### config.mk
export PLATFORM = sky130hd
export DESIGN_NAME = fetch_stage
export DESIGN_NICKNAME = d
export VERILOG_FILES = /design/src/rtl/fetch_stage.sv
export SDC_FILE = /design/constraint.sdc
export NUM_CORES = 1
export LEC_CHECK = 0
export ABC_AREA = 1
export CAP_MARGIN = 30
export CORE_MARGIN = 8
export CORE_UTILIZATION = 50
export DETAILED_ROUTE_END_ITERATION = 16
export MAX_ROUTING_LAYER = met4
export PLACE_DENSITY = 0.82
export RECOVER_POWER = 25
export SYNTH_ARGS = -nofsm -noshare
export SYNTH_HDL_FRONTEND = slang
export SYNTH_SLANG_ARGS = --single-unit
export TNS_END_PERCENT = 1
### constraint.sdc
create_clock -name clk -period 5 [get_ports clk]
set_clock_uncertainty 0.15 [all_clocks]
set_input_delay 1 -clock clk [delete_from_list [all_inputs] [get_ports clk]]
set_output_delay 1 -clock clk [all_outputs]
set_load 0.005 [all_outputs]
### src/rtl/fetch_stage.sv
// Instruction fetch stage: one outstanding imem request, redirect/stall/flush handling, IF/ID register.
// Define FETCH_SKID_EN to build a one-entry response skid buffer in front of the IF/ID register.
module fetch_stage #(
  parameter int               WIDTH    = 32,
  parameter logic [WIDTH-1:0] RESET_PC = 32'h0000_0000
) (
  input  logic             clk,
  input  logic             rst,
  input  logic             PCSrcE,
  input  logic [WIDTH-1:0] PCTargetE,
  input  logic             StallF,
  input  logic             StallD,
  input  logic             FlushD,
  output logic             IMemReqF,
  output logic [WIDTH-1:0] IMemAddrF,
  input  logic             IMemGntF,
  input  logic             IMemRspValidF,
  input  logic [31:0]      IMemRdataF,
  output logic             IMemRspReadyF,
  output logic [31:0]      InstrD,
  output logic [WIDTH-1:0] PCD,
  output logic [WIDTH-1:0] PCPlus4D,
  output logic             ValidD
);

  localparam logic [1:0] S_REQ     = 2'd0;
  localparam logic [1:0] S_WAIT    = 2'd1;
  localparam logic [1:0] S_DISCARD = 2'd2;

  localparam logic [31:0]      NOP  = 32'h0000_0013;
  localparam logic [WIDTH-1:0] FOUR = WIDTH'(4);

  logic [1:0]       state, state_nxt;
  logic [WIDTH-1:0] pc_f, pc_req_f;
  logic             req_fire, rsp_acc, rsp_fresh;
  logic             skid_full, wait_ready;
  logic             deliver;
  logic [31:0]      deliver_instr;
  logic [WIDTH-1:0] deliver_pc;

  assign req_fire  = IMemReqF & IMemGntF;
  assign rsp_acc   = IMemRspValidF & IMemRspReadyF;
  // A response accepted in WAIT belongs to pc_req_f unless a redirect kills it this cycle.
  assign rsp_fresh = (state == S_WAIT) & rsp_acc & ~PCSrcE;

`ifdef FETCH_SKID_EN
  logic             skid_valid;
  logic [31:0]      skid_instr;
  logic [WIDTH-1:0] skid_pc;
  logic             skid_park, skid_pop;

  assign skid_full  = skid_valid;
  assign wait_ready = 1'b1;
  assign skid_park  = rsp_fresh & StallD & ~FlushD;
  assign skid_pop   = skid_valid & ~StallD & ~FlushD & ~PCSrcE;

  // The skid only fills in WAIT and blocks new requests, so it and a fresh response never coexist.
  assign deliver       = skid_pop | (rsp_fresh & ~StallD & ~FlushD);
  assign deliver_instr = skid_valid ? skid_instr : IMemRdataF;
  assign deliver_pc    = skid_valid ? skid_pc : pc_req_f;

  always_ff @(posedge clk) begin
    if (rst) begin
      skid_valid <= 1'b0;
      skid_instr <= NOP;
      skid_pc    <= '0;
    end else if (PCSrcE || FlushD) begin
      skid_valid <= 1'b0;
    end else if (skid_park) begin
      skid_valid <= 1'b1;
      skid_instr <= IMemRdataF;
      skid_pc    <= pc_req_f;
    end else if (skid_pop) begin
      skid_valid <= 1'b0;
    end
  end
`else
  assign skid_full     = 1'b0;
  // Back-pressure the memory while decode is stalled; it holds the response until accepted.
  assign wait_ready    = ~StallD;
  assign deliver       = rsp_fresh & ~StallD & ~FlushD;
  assign deliver_instr = IMemRdataF;
  assign deliver_pc    = pc_req_f;
`endif

  assign IMemReqF      = (state == S_REQ) & ~StallF & ~skid_full & ~rst;
  assign IMemAddrF     = pc_f;
  assign IMemRspReadyF = (state == S_WAIT) ? wait_ready : 1'b1;

  always_comb begin
    // NOTE: default assignment first so every path drives state_nxt and no latch is inferred.
    state_nxt = state;
    case (state)
      // A request issued alongside a redirect fetches a dead address; its response must be dropped.
      S_REQ:     if (req_fire) state_nxt = PCSrcE ? S_DISCARD : S_WAIT;
      S_WAIT:    if (rsp_acc) state_nxt = S_REQ;
                 else if (PCSrcE) state_nxt = S_DISCARD;
      S_DISCARD: if (IMemRspValidF) state_nxt = S_REQ;
      default:   state_nxt = S_REQ;
    endcase
  end

  // NOTE: sequential state uses non-blocking assignments so every register samples pre-edge values.
  always_ff @(posedge clk) begin
    if (rst) begin
      state    <= S_REQ;
      pc_f     <= RESET_PC;
      pc_req_f <= '0;
    end else begin
      state <= state_nxt;
      if (PCSrcE)        pc_f <= PCTargetE;
      else if (req_fire) pc_f <= pc_f + FOUR;
      if (req_fire)      pc_req_f <= pc_f;
    end
  end

  always_ff @(posedge clk) begin
    if (rst) begin
      InstrD   <= NOP;
      PCD      <= '0;
      PCPlus4D <= '0;
      ValidD   <= 1'b0;
    end else if (FlushD) begin
      InstrD <= NOP;
      ValidD <= 1'b0;
    end else if (!StallD) begin
      if (deliver) begin
        InstrD   <= deliver_instr;
        PCD      <= deliver_pc;
        PCPlus4D <= deliver_pc + FOUR;
        ValidD   <= 1'b1;
      end else begin
        InstrD <= NOP;
        ValidD <= 1'b0;
      end
    end
  end

endmodule

# == Word-level counts from Yosys, hierarchy flattened ==
# Cells that the tools add are included.
# totals
reg_bits,163
# classes
add_sub_neg,2
n_eq_ne,5
n_mux,11
bitwise_logic,13
n_reduce_logical,5
# ops
op,n
two-way mux 32 bit,3
adder 32 x 3 -> 32 bit (second input constant),2
two-way mux 2 bit,5
AND 1 bit,8
case mux 2 bit (3 select lines),1
AND reduction 3 bit,2
NOT 1 bit,5
inequality test 2 bit (second input constant),2
inequality test 3 bit (second input constant),1
== test 2 x 1 -> 1 bit (second input constant),1
== test 2 bit (second input constant),1
zero test 2 bit,1
two-way mux 1 bit,2
nonzero test 2 bit,1
OR reduction 2 bit,1

# == Logic depth before layout (Yosys ltp) ==
# logic_depth
word_depth,8
ltp_mapped,12
depth_no_buf,12

# == Least setup slack after synthesis ==
# Ideal clock, no wire load.
# synth_timing
kind,in2out
from,in rst
to,out IMemReqF
t_arrival_ns,1.553
slack_ns,2.297
stages,3
path_cell_list,buf_2 -> buf_1 -> nor3_1
# synth_between
elab_chain_len,2
# synth_rtl
element,line,source
start: declaration,8,"input logic rst,"
NOT 1 bit,86,assign IMemReqF = (state == S_REQ) & ~StallF & ~skid_full & ~rst;
AND 1 bit,86,
end: declaration,14,"output logic IMemReqF,"
# Every way passes these cells.

# == Worst setup path after layout ==
# layout_timing
from,in StallD
to,out IMemRspReadyF
# layout_between
elab_chain_len,2
# layout_rtl
element,line,source
start: declaration,12,"input logic StallD,"
NOT 1 bit (no source line),n/a,
two-way mux 1 bit,88,assign IMemRspReadyF = (state == S_WAIT) ? wait_ready : 1'b1;
end: declaration,19,"output logic IMemRspReadyF,"
# Every way passes these cells.

==> metrics.cfg <==
[synth]
synth_area_leader_cell = dfxtp_1
synth_cells = 1111
synth_seq_cells = 161
synthFlopType = dfxtp_1
synthArstFlopShare = 0
ys_top_cells_by_area = dfxtp_1 (42%), nand2_1 (18%), a21oi_1 (8.0%)
synth_top_cell_area_share = 0.425
yosysWarnings = 0
synth_edf_count = 0
syn_nets = 1185
synthDistinctLibCells = 37
synth-seq-area-share = 0.425
syn_avg_cell_area_sq_um = 6.83
syn_area_sq_mm = 0.00759

[route]
vias_per_cell = 5.15
ant_nets = 0
drc = 0
drt_pass1_iterations = 5
wl_microns = 23300
via_count = 7659
drt_iter0_markers = 614
avgRoutedWirePerCell_microns = 15.6

[worst_setup_path]
reg2reg_from = state[0]$_SDFFE_PP0P_
crit_fanout = 13
cp-end-kind = primary output
crit_path_start_kind = primary input
path_class = in -> out
rr_endpoint = InstrD[15]$_SDFFE_PP0N_
worstPathRequired_ns = 3.85
reg2reg_slack_ns = 2.76
cp.arrival_ns = 2.35
reg2reg_depth = 7

[timing]
hold_viol = 0
grt_setup_unrepaired = false
fin_setup_tns_ns = 0
period_needed_ns = 3.50
worst_pin_slew_ns = 0.942
fin_crit_sh = 0.700
fmax_mhz = 286
setup_viol = 0
maxSlewHeadroom = 0.371
drv_slew = 0

[placed_design]
dp_hpwl_microns = 17100
place.port_buffers = 202
routabilityCongestion = 0.941

[floorplan]
die_y_microns = 139
die_width_microns = 139
core_sq_mm = 0.0150
die_area_sq_mm = 0.0194
initial_core_util = 0.505
ioPinCount = 203
rows = 45

[pwr]
total_power_w = 0.00295
pwr_density_cell_mw_per_mm2 = 287
p_leak_nw = 4.01
irDropWorstVdd_v = 0.000253

[global_routing]
grt_usage = 0.245
grt_pass1_wl_microns = 37700
grt_pass1_vias = 7201
grt_remaining_overflow = 0
grt_max_degree = 73
antenna_found_initial = 0

[clocking]
cts_hold_buf = 0
clk_pin_slew_ns = 0.06
post_cts_buffers = 0
cts-root-buf = clkbuf_16
numClockSinks = 161
cts_buffers = 17
cts_max_level = 4
cts_tree = yes
clock_path_buffers = 2
clkLatencyLatePin_ns = 0.43
postCtsResizedCells = 0

[layout]
drive_gt1_frac = 0.0685
fin_util = 0.683
areaGrowthSynthToFinish_pct = 35.3
multi_input_area_sq_mm = 0.00372
final_cell_mix = nand2_1 (354), dfxtp_1 (161), clkdlybuf4s50_1 (133), a21oi_1 (122), inv_1 (96)
fillCellCount = 1272
seq_area_sq_mm = 0.00322
layout_commonest_cell = nand2_1
nNetsFinal = 1361
n_antenna_cell = 0

[hold_path]
hold_depth = 1
min_path_type = reg -> reg
hold_start = PCD[20]$_SDFFE_PP0P_
hold_end = PCD[20]$_SDFFE_PP0P_

[flow_run]
drv_cap = 0

[status]
status = finished clean

## where the power goes
group          total [W]  switching [W]  internal, W
registers        0.00136      0.0000473      0.00131
clock network    0.00137       0.000540     0.000828
logic           0.000221       0.000109     0.000112
total            0.00295       0.000696      0.00225
## cell usage after synthesis, types with 3 or more instances
library cell	number
buf_2	23
inv_2	6
dfxtp_1	161
o22ai_1	3
o21ai_1	4
nor2_1	93
nand3_1	54
inv_1	96
xnor2_1	4
o21ai_0	67
nor3_1	4
o21a_1	11
a21oi_1	122
nand2_2	10
a31oi_1	10
nand2_1	354
nor2_4	8
nor2_2	14
clkbuf_1	23
buf_4	6
xor2_1	14
## worst max-delay path, cell delays in order
cell	delay, ns
clkdlybuf4s50_1	0.66
nand2_1	0.17
clkdlybuf4s50_1	0.51
## routing by layer
metal | wire length [microns] | vias to the layer above | GRT usage
met3 | 1380 | 43 | 0.0445
li1 | - | 3889 | -
met4 | 573 | 0 | 0.0872
met1 | 10200 | 3461 | 0.300
met5 | 0 | - | -
met2 | 11100 | 266 | 0.399
## logic make-up (layout without fill, tap and decap cells)
family | count (synthesis) | count (layout) | share of synthesized area
compound gates | 223 | 223 | 0.155
fa+ha+maj | 2 | 2 | 0.00330
xor+xnor | 19 | 19 | 0.0229
flops | 161 | 161 | 0.425
simple gates | 549 | 549 | 0.309
buf+inv | 157 | 346 | 0.0854
## flip-flops by register name, summed over array words and instances (netlist names)
| signal | count |
|---|---|
| IMemAddrF | 32 |
| InstrD | 32 |
| PCD | 32 |
| deliver_pc | 32 |
| PCPlus4D | 30 |
| state | 2 |
| ValidD | 1 |
## layout make-up
cell class | count | share of cell area
Clock inverter | 11 | 0.0149
Sequential cell | 161 | 0.314
Inverter | 103 | 0.0376
Multi-Input combinational cell | 793 | 0.362
Tap cell | 188 | 0.0229
Clock buffer | 21 | 0.0458
Timing Repair Buffer | 211 | 0.203
## stage by stage
step                      area [sq um]  std cells  hold slack, ns  setup WS, ns
final                            10300       1488           0.309          1.50
after global placement            9650       1456           0.292          1.50
after global routing             10300       1488           0.327          1.44
after detailed placement          9650       1456           0.303          1.44
after CTS                        10300       1488           0.314          1.51
after floorplan                   7590       1111           0.290          2.30
## how the worst max path moves through the flow
stage / start / end / slack (ns) / cells past startpoint
2_1_floorplan: rst / IMemReqF / 2.30 / 3
3_3_place_gp: StallD / IMemRspReadyF / 1.50 / 3
3_5_place_dp: StallD / InstrD[3]$_SDFFE_PP0N_ / 1.44 / 7
4_1_cts: StallD / IMemRspReadyF / 1.51 / 3
5_1_grt: StallD / IMemRspReadyF / 1.44 / 3
6_report: StallD / IMemRspReadyF / 1.50 / 3
Power figures use the tool's default switching activity.
